==> src/rtl/debounce_bus_scanner_if.sv <==
// -----------------------------------------------------------------------------
// debounce_bus_scanner_if
// Bus bundle between the debouncer-board scanner and its environment.
//   scan_en    : level, keep scanning while high            (env -> scanner)
//   d_in       : shared data bus of the selected board       (env -> scanner)
//   aBus       : board select, true-polarity address         (scanner -> env)
//   ev_valid   : change event available                      (scanner -> env)
//   ev_ready   : consumer accepts the event                  (env -> scanner)
//   ev_addr    : board index of the event                    (scanner -> env)
//   ev_data    : newly sampled value                         (scanner -> env)
//   ev_mask    : changed bits versus previous snapshot       (scanner -> env)
//   scan_done  : one-cycle pulse when the last board is done (scanner -> env)
//   busy       : scanner is not idle                         (scanner -> env)
// master = scanner side, slave = board/consumer side.
// -----------------------------------------------------------------------------
interface debounce_bus_scanner_if #(
  parameter int DW = 8
) ();
  logic          scan_en;
  logic [DW-1:0] d_in;
  logic [2:0]    aBus;
  logic          ev_valid;
  logic          ev_ready;
  logic [2:0]    ev_addr;
  logic [DW-1:0] ev_data;
  logic [DW-1:0] ev_mask;
  logic          scan_done;
  logic          busy;

  modport master (
    input  scan_en, d_in, ev_ready,
    output aBus, ev_valid, ev_addr, ev_data, ev_mask, scan_done, busy
  );

  modport slave (
    output scan_en, d_in, ev_ready,
    input  aBus, ev_valid, ev_addr, ev_data, ev_mask, scan_done, busy
  );
endinterface

==> src/rtl/debounce_bus_scanner.sv <==
// -----------------------------------------------------------------------------
// debounce_bus_scanner
// Polls NUM_BOARDS debouncer boards over a shared data bus. Each board is
// selected on aBus, held SETTLE cycles, sampled on the last settle cycle and
// compared with the last accepted snapshot for that board. Differences are
// reported as events over a valid/ready handshake; the snapshot only moves
// on acceptance, so an unaccepted change is never lost.
// Ports:
//   clk   : system clock, rising edge
//   rst_n : asynchronous active-low reset
//   bus   : debounce_bus_scanner_if master modport (select, data, events)
// -----------------------------------------------------------------------------
module debounce_bus_scanner #(
  parameter int NUM_BOARDS = 8,
  parameter int SETTLE     = 4,
  parameter int DW         = 8
) (
  input  logic                   clk,
  input  logic                   rst_n,
  debounce_bus_scanner_if.master bus
);

  localparam logic [1:0] ST_IDLE    = 2'd0;
  localparam logic [1:0] ST_SETTLE  = 2'd1;
  localparam logic [1:0] ST_COMPARE = 2'd2;
  localparam logic [1:0] ST_REPORT  = 2'd3;

  localparam int             CW       = (SETTLE > 1) ? $clog2(SETTLE) : 1;
  localparam logic [CW-1:0]  CNT_LOAD = CW'(SETTLE - 1);
  localparam logic [2:0]     LAST_IDX = 3'(NUM_BOARDS - 1);

  logic [1:0]    state_q,     state_d;
  logic [CW-1:0] cnt_q,       cnt_d;
  logic [2:0]    idx_q,       idx_d;
  logic [DW-1:0] sample_q,    sample_d;
  logic          ev_valid_q,  ev_valid_d;
  logic [2:0]    ev_addr_q,   ev_addr_d;
  logic [DW-1:0] ev_data_q,   ev_data_d;
  logic [DW-1:0] ev_mask_q,   ev_mask_d;
  logic          scan_done_q, scan_done_d;
  logic          snap_we;
  logic          complete;

  logic [DW-1:0] snap_q [NUM_BOARDS];
  logic [DW-1:0] snap_cur;

  assign snap_cur = snap_q[idx_q];

  always_comb begin
    state_d     = state_q;
    cnt_d       = cnt_q;
    idx_d       = idx_q;
    sample_d    = sample_q;
    ev_valid_d  = ev_valid_q;
    ev_addr_d   = ev_addr_q;
    ev_data_d   = ev_data_q;
    ev_mask_d   = ev_mask_q;
    scan_done_d = 1'b0;
    snap_we     = 1'b0;
    complete    = 1'b0;

    case (state_q)
      ST_IDLE: begin
        if (bus.scan_en) begin
          state_d = ST_SETTLE;
          cnt_d   = CNT_LOAD;
        end
      end
      ST_SETTLE: begin
        // Only the bus value in the final settle cycle is captured.
        if (cnt_q == '0) begin
          sample_d = bus.d_in;
          state_d  = ST_COMPARE;
        end else begin
          cnt_d = cnt_q - 1'b1;
        end
      end
      ST_COMPARE: begin
        if (sample_q != snap_cur) begin
          ev_valid_d = 1'b1;
          ev_addr_d  = idx_q;
          ev_data_d  = sample_q;
          ev_mask_d  = sample_q ^ snap_cur;
          state_d    = ST_REPORT;
        end else begin
          complete = 1'b1;
        end
      end
      ST_REPORT: begin
        if (ev_valid_q && bus.ev_ready) begin
          snap_we    = 1'b1;
          ev_valid_d = 1'b0;
          complete   = 1'b1;
        end
      end
      default: state_d = ST_IDLE;
    endcase

    // Board completion: advance select, flag end of pass, continue or park.
    if (complete) begin
      idx_d       = (idx_q == LAST_IDX) ? 3'd0 : idx_q + 3'd1;
      scan_done_d = (idx_q == LAST_IDX);
      cnt_d       = CNT_LOAD;
      state_d     = bus.scan_en ? ST_SETTLE : ST_IDLE;
    end
  end

  always_ff @(posedge clk or negedge rst_n) begin
    if (!rst_n) begin
      state_q     <= ST_IDLE;
      cnt_q       <= '0;
      idx_q       <= '0;
      sample_q    <= '0;
      ev_valid_q  <= 1'b0;
      ev_addr_q   <= '0;
      ev_data_q   <= '0;
      ev_mask_q   <= '0;
      scan_done_q <= 1'b0;
      for (int unsigned i = 0; i < NUM_BOARDS; i++) begin
        snap_q[i] <= '0;
      end
    end else begin
      state_q     <= state_d;
      cnt_q       <= cnt_d;
      idx_q       <= idx_d;
      sample_q    <= sample_d;
      ev_valid_q  <= ev_valid_d;
      ev_addr_q   <= ev_addr_d;
      ev_data_q   <= ev_data_d;
      ev_mask_q   <= ev_mask_d;
      scan_done_q <= scan_done_d;
      if (snap_we) begin
        snap_q[idx_q] <= ev_data_q;
      end
    end
  end

  assign bus.aBus      = idx_q;
  assign bus.ev_valid  = ev_valid_q;
  assign bus.ev_addr   = ev_addr_q;
  assign bus.ev_data   = ev_data_q;
  assign bus.ev_mask   = ev_mask_q;
  assign bus.scan_done = scan_done_q;
  assign bus.busy      = (state_q != ST_IDLE);

endmodule

==> src/flat_wrapper.sv <==
// flat-port wrapper written by rule: the top's interface ports become plain ports
module debounce_bus_scanner_flat 
#(
  parameter int NUM_BOARDS = 8,
  parameter int SETTLE     = 4,
  parameter int DW         = 8
)
  (clk, rst_n, bus_scan_en, bus_d_in, bus_ev_ready, bus_aBus, bus_ev_valid, bus_ev_addr, bus_ev_data, bus_ev_mask, bus_scan_done, bus_busy);
  debounce_bus_scanner_if #(.DW(DW)) bus_i ();
  input  logic clk;
  input  logic rst_n;
  input wire logic [$bits(bus_i.scan_en)-1:0] bus_scan_en;
  input wire logic [$bits(bus_i.d_in)-1:0] bus_d_in;
  input wire logic [$bits(bus_i.ev_ready)-1:0] bus_ev_ready;
  output wire logic [$bits(bus_i.aBus)-1:0] bus_aBus;
  output wire logic [$bits(bus_i.ev_valid)-1:0] bus_ev_valid;
  output wire logic [$bits(bus_i.ev_addr)-1:0] bus_ev_addr;
  output wire logic [$bits(bus_i.ev_data)-1:0] bus_ev_data;
  output wire logic [$bits(bus_i.ev_mask)-1:0] bus_ev_mask;
  output wire logic [$bits(bus_i.scan_done)-1:0] bus_scan_done;
  output wire logic [$bits(bus_i.busy)-1:0] bus_busy;
  assign bus_i.scan_en = bus_scan_en;
  assign bus_i.d_in = bus_d_in;
  assign bus_i.ev_ready = bus_ev_ready;
  assign bus_aBus = bus_i.aBus;
  assign bus_ev_valid = bus_i.ev_valid;
  assign bus_ev_addr = bus_i.ev_addr;
  assign bus_ev_data = bus_i.ev_data;
  assign bus_ev_mask = bus_i.ev_mask;
  assign bus_scan_done = bus_i.scan_done;
  assign bus_busy = bus_i.busy;
  debounce_bus_scanner #(.NUM_BOARDS(NUM_BOARDS), .SETTLE(SETTLE), .DW(DW)) u_core (.clk(clk), .rst_n(rst_n), .bus(bus_i));
endmodule
==> config.mk <==
export PLATFORM = sky130hd
export DESIGN_NAME = debounce_bus_scanner_flat
export DESIGN_NICKNAME = d
export VERILOG_FILES = /design/src/rtl/debounce_bus_scanner_if.sv /design/src/rtl/debounce_bus_scanner.sv /design/src/flat_wrapper.sv
export SDC_FILE = /design/constraint.sdc
export NUM_CORES = 1
export LEC_CHECK = 0
export ABC_CLOCK_PERIOD_IN_PS = 3200
export CAP_MARGIN = 20
export CORE_MARGIN = 1.5
export CORE_UTILIZATION = 35
export DETAILED_ROUTE_END_ITERATION = 6
export HOLD_SLACK_MARGIN = 0.05
export PLACE_DENSITY_LB_ADDON = 0.3
export SLEW_MARGIN = 20
export SYNTH_ARGS = -nofsm -noshare
export SYNTH_HDL_FRONTEND = slang
export SYNTH_SLANG_ARGS = --single-unit
==> constraint.sdc <==
create_clock -name clk -period 3.2 [get_ports clk]
set_input_delay 0.32 -clock clk [delete_from_list [all_inputs] [get_ports clk]]
set_output_delay 0.32 -clock clk [all_outputs]
set_load 0.1 [all_outputs]
======== Yosys cells after proc, flatten, opt, wreduce, memory -nomap -nowiden ========
Cells that the tools add are included.
cells by class
  add/subtract/negate cells ............... 2
  multipliers ............................. 0
  div/mod/pow operators ................... 0
  order comparisons ....................... 2
  equal/unequal tests ..................... 11
  shift-type cells ........................ 0
  muxes and demuxes ....................... 25
  bitwise operators ....................... 2
  reduce and logical (&&, ||, !) cells .... 13
operator list
  operator              number
  $bwmux W64            1
  $bmux W8 S3           1
  $demux W8 S3          1
  $mux W8               3
  $mux W2               7
  $ne A8 B8 Y1          1
  $xor A8 B8 Y8         1
  $mux W1               7
  $ne A3 B1 Y1 const B  2
  $ne A3 B2 Y1 const B  2
  $pmux W2 S3           1
  $reduce_and A3 Y1     2
  $eq A2 B2 Y1 const B  2
  $ge A4 B4 Y1 const B  1
  $logic_not A2 Y1      2
  $lt A4 B1 Y1 const B  1
  $ne A2 B1 Y1 const B  2
  $not A3 Y4            1
  $pmux W1 S2           2
  $pmux W2 S2           1
  $reduce_and A2 Y1     2
  $reduce_and A4 Y1     1
  $reduce_bool A2 Y1    2
  $reduce_bool A4 Y1    1
  7 further kinds       8
storage, ports and cells
  flip-flop bits (word level) ............. 100
  bits in latches ......................... 0
  RAM bits ................................ 0
  bits in read-only memories .............. 0
  input bits .............................. 12
  output and inout port bits .............. 25
  logic and storage cells ................. 72
  memories kept ........................... 0

======== Logic depth before layout (Yosys ltp) ========
Gate-level depths: netlist (run 1).
  word-level depth ........................ 9
  mapped depth ............................ 10
  depth with buffers taken out ............ 7

======== Worst setup path after synthesis (run 1) ========
OpenSTA, ideal clock, no wires.
  path type ............................... register to register
  from .................................... register u_core.idx_q[1] (netlist: u_core.bus.aBus[1])
  to ...................................... register u_core.ev_data_q[5] (netlist: u_core.bus.ev_data[5])
  library setup time ...................... 0.126 ns
  arrival time ............................ 3.412 ns
  required time ........................... 3.074 ns
  path slack .............................. -0.338 ns
  cell stages (with the launch flop) ...... 10
  buffers on the path ..................... 2
  clock period less this slack ............ 3.538 ns
  cell sequence ........................... dfrtp_1 buf_6 mux2_2 a221oi_1 o221ai_1 xor2_1 or4_4 o21ai_4 buf_8 mux2_4
between the ends
  longest elaborated chain between the ends .. 6
RTL lines
  what                                         line                         source
  start: declaration                           debounce_bus_scanner.sv:34   logic [2:0] idx_q, idx_d;
  start signal: assignment                     debounce_bus_scanner.sv:125  idx_q <= idx_d;
  $not A3 Y4 (not written as such)             debounce_bus_scanner.sv:47   assign snap_cur = snap_q[idx_q];
  $bmux W8 S3                                  debounce_bus_scanner.sv:47
  $mux W8 (not written as such) (2 in series)  debounce_bus_scanner.sv:47
  $ne A8 B8 Y1                                 debounce_bus_scanner.sv:79   if (sample_q != snap_cur) begin
  $reduce_and A2 Y1 (no line)                  --
  end signal: assignment                       debounce_bus_scanner.sv:129  ev_data_q <= ev_data_d;
  end: declaration                             debounce_bus_scanner.sv:38   logic [DW-1:0] ev_data_q, ev_data_d;
No other way between the ends. The select of a mux whose other input is x is not followed.
A chain may end at the register's enable or synchronous reset.

======== Final worst setup path (run 1) ========
  from .................................... register u_core.idx_q[1] (netlist: u_core.bus.aBus[1])
  to ...................................... register u_core.idx_q[0] (netlist: u_core.bus.aBus[0])
between the ends
  longest elaborated chain between the ends .. 7
  elaborated cells between the ends (all ways) .. 9
  classes of those cells .................. 2 x eq/ne; 6 x mux; 1 x bitwise
RTL lines
  what                                         line                        source
  $not A3 Y4 (not written as such)             debounce_bus_scanner.sv:47
  $bmux W8 S3                                  debounce_bus_scanner.sv:47
  $mux W8 (not written as such) (2 in series)  debounce_bus_scanner.sv:47
  $ne A8 B8 Y1                                 debounce_bus_scanner.sv:79
  $mux W1                                      debounce_bus_scanner.sv:79
  $pmux W1 S2                                  debounce_bus_scanner.sv:62  case (state_q)
Parallel ways exist; a longest one is shown, timed or not. The select of a mux whose other input is x is not followed.

==> results.toml, run 1 <==
[outcome]
outcome = "completed"

[cts]
clkTransAtPathRegs_ns = 0.07
hold_buffers = 0
post_cts_resized = 0
cts_buffer_depth = 2
cts_root_buffer = "clkbuf_16"
insertion_delay_ns = 0.34
cts_tree = "built"
post-cts-setup-buffers = 0
h-tree-depth = 3
numCtsBuffers = 9
clkSinkCount = 100

[routing]
wl_per_cell_um = 17.4
drc = 0
drt_iter0_markers = 148
antenna_left = 0
dr_total_vias = 2796
via_per_inst = 4.93
drt_pass1_iterations = 4
wirelength_um = 9870

[die]
initial_core_util_pct = 36.3
ios = 37
chipHeight_um = 118
coreArea_sq_mm = 0.0127
die_width_um = 118
std_cell_rows = 41
die_area_sq_mm = 0.0139

[synth]
ys_warn_count = 0
yosysUniqueCellTypes = 42
syn_area_sq_mm = 0.00461
syn-instance-count = 337
synth.net_count = 357
ys.flop_type = "dfrtp_1"
synth_edf_count = 0
synth-seq-cells = 100
avgSynthCellArea_sq_um = 13.7
async_flop_share_pct = 100
yosysSeqAreaShare_pct = 54.3

[timing]
maxSlewViolCount = 0
fmaxAchievable_mhz = 328
finalClockSkew_ns = 0.00836
slew_headroom_pct = 34.7
min_period_ns = 3.05
tns_ns = 0
rsz0062_at_grt = "no"
hold_violations = 0
post-route-period-util_pct = 95.2
finalSetupViolCount = 0
worst-slew-pin-transition_ns = 0.976

[cells_and_area]
syn_to_final_growth_pct = 20.5
drive_gt1_share_pct = 37.7
final_cell_count_no_fill = 567
final_cell_mix = "dfrtp_1, mux2_2, buf_4"
post-route-util_pct = 43.7
final_nets = 410
layout_commonest_cell = "dfrtp_1"
nFillCells = 1231
antenna-diode-count = 0

[global_routing]
globalRouteTotalUtil_pct = 15.3
grt_pass1_vias = 3093
grt_remaining_overflow = 0
grt_pass1_wl_um = 16600
grt_start_max_net_pins = 65
antenna_found_initial = 0

[setup_path]
crit_required_ns = 3.42
r2r_end = "u_core.bus.aBus[0]$_DFFE_PN0P_"
arrival_ns = 3.27
r2r_slack_ns = 0.15
crit_type = "flop to flop"
end_kind = "flop"
crit_path_max_fanout = 15
startpoint_type = "flop"
worst_r2r_startpoint = "u_core.bus.aBus[1]$_DFFE_PN0P_"
rr_worst_depth = 7

[place]
dp_hpwl_um = 7150
gp_routability_congestion = 0.830
numPortBuffers = 36
dp.cells = 551

[min_path]
hold_class = "primary input to async pin"

[flow_run]
cap_viol_max_count = 0
-- critical path: stages (launching register included) --
cell      delay, ns
dfrtp_4        0.53
mux2_2         0.36
a221oi_1       0.29
o221ai_1       0.19
xor2_1         0.18
or4_4          0.58
o31ai_4        0.42
mux2_2         0.38
-- how the worst max path moves through the flow --
stage,from,cells past startpoint,endpoint
after floorplan,u_core.bus.aBus[1]$_DFFE_PN0P_,9,u_core.bus.ev_data[5]$_DFFE_PN0P_
after global placement,u_core.bus.aBus[1]$_DFFE_PN0P_,7,u_core.bus.aBus[0]$_DFFE_PN0P_
after detailed placement,u_core.bus.aBus[1]$_DFFE_PN0P_,7,u_core.bus.aBus[0]$_DFFE_PN0P_
after CTS,u_core.bus.aBus[1]$_DFFE_PN0P_,7,u_core.bus.aBus[0]$_DFFE_PN0P_
after global routing,u_core.bus.aBus[1]$_DFFE_PN0P_,7,u_core.bus.aBus[0]$_DFFE_PN0P_
final,u_core.bus.aBus[1]$_DFFE_PN0P_,7,u_core.bus.aBus[0]$_DFFE_PN0P_
-- per-stage QoR --
step | instance area [sq um] | hold WS [ns] | setup slack (ns)
global route | 5560 | 0.142 | 0.0239
floorplan | 4620 | 0.0244 | 0.0428
global placement | 5260 | 0.466 | 0.176
finish | 5560 | 0.0775 | 0.153
detailed placement | 5260 | 0.469 | 0.155
CTS | 5560 | 0.0983 | 0.139
-- registers in the layout (all words and copies together) (netlist names) --
register,count
u_core.bus.scan_done,1
u_core.sample_q,8
u_core.bus.ev_valid,1
u_core.cnt_q,2
u_core.bus.aBus,3
u_core.state_q,2
u_core.bus.ev_data,8
u_core.snap_q,64
u_core.bus.ev_mask,8
u_core.bus.ev_addr,3
-- cells by family after synthesis --
logic type / synth area share [%]
AO/OA/AOI/OAI: 7.08
XOR/XNOR: 1.52
adder cells (fa/ha/maj): 2.17
buffers and inverters: 2.39
flip-flops: 54.3
multiplexers: 27.7
AND/OR/NAND/NOR: 4.91
-- per-layer routing --
metal	wire, um	GRT usage, %	vias to the layer above
met1	4640	20.0	1401
li1	-	-	1340
met5	0	0	-
met3	322	3.39	11
met4	115	4.42	0
met2	4790	25.7	44
-- layout make-up --
type	count	area, sq um	share of cell area [%]
inverter	11	41.3	0.743
clock inverter	5	57.6	1.04
clock buffer	11	243	4.37
tap	172	215	3.87
sequential	100	2510	45.1
multi-input combinational	215	2000	36.0
timing repair buffer	53	493	8.87
-- synthesized netlist by cell type (2+ instances only) --
library cell / number / share of area [%]
a21oi_1: 2 / 0.22
a221o_1: 2 / 0.43
a221oi_1: 3 / 0.57
a22o_1: 8 / 1.5
buf_2: 4 / 0.43
clkbuf_1: 3 / 0.24
dfrtp_1: 100 / 54
ha_1: 8 / 2.2
inv_1: 11 / 0.90
mux2_2: 88 / 21
mux2_4: 3 / 0.98
mux2i_1: 24 / 5.2
nand2_1: 6 / 0.49
nand2b_1: 4 / 0.54
nand3_1: 3 / 0.33
nand4_1: 2 / 0.27
nor2_1: 13 / 1.1
nor2b_1: 2 / 0.27
nor3_1: 6 / 0.65
o21ai_0: 5 / 0.54
o22ai_1: 9 / 1.2
o32ai_1: 2 / 0.38
or2_2: 3 / 0.41
or4_4: 2 / 0.49
xnor2_1: 6 / 1.1
xor2_1: 2 / 0.38
Power of run 1 is left out: the tool's default activity adds up to more than one toggle a clock period on the data nets, which glitch-free logic cannot reach.
==> run 2: changes to the inputs <==
--- a/config.mk
+++ b/config.mk
@@ -5,7 +5,6 @@
 export SDC_FILE = /design/constraint.sdc
 export NUM_CORES = 1
 export LEC_CHECK = 0
-export ABC_CLOCK_PERIOD_IN_PS = 3200
 export CAP_MARGIN = 20
 export CORE_MARGIN = 1.5
 export CORE_UTILIZATION = 35
==> results of run 2 <==
Same layout as run 1: the final DEF is identical, and so are final timing and power.
Power of run 2 is left out for the same reason.
==> run 3: changes to the inputs <==
--- a/config.mk
+++ b/config.mk
@@ -5,7 +5,7 @@
 export SDC_FILE = /design/constraint.sdc
 export NUM_CORES = 1
 export LEC_CHECK = 0
-export CAP_MARGIN = 20
+export CAP_MARGIN = 10
 export CORE_MARGIN = 1.5
 export CORE_UTILIZATION = 35
 export DETAILED_ROUTE_END_ITERATION = 6
==> results of run 3 <==
Same layout as run 1: the final DEF is identical, and so are final timing and power.
Power of run 3 is left out for the same reason.
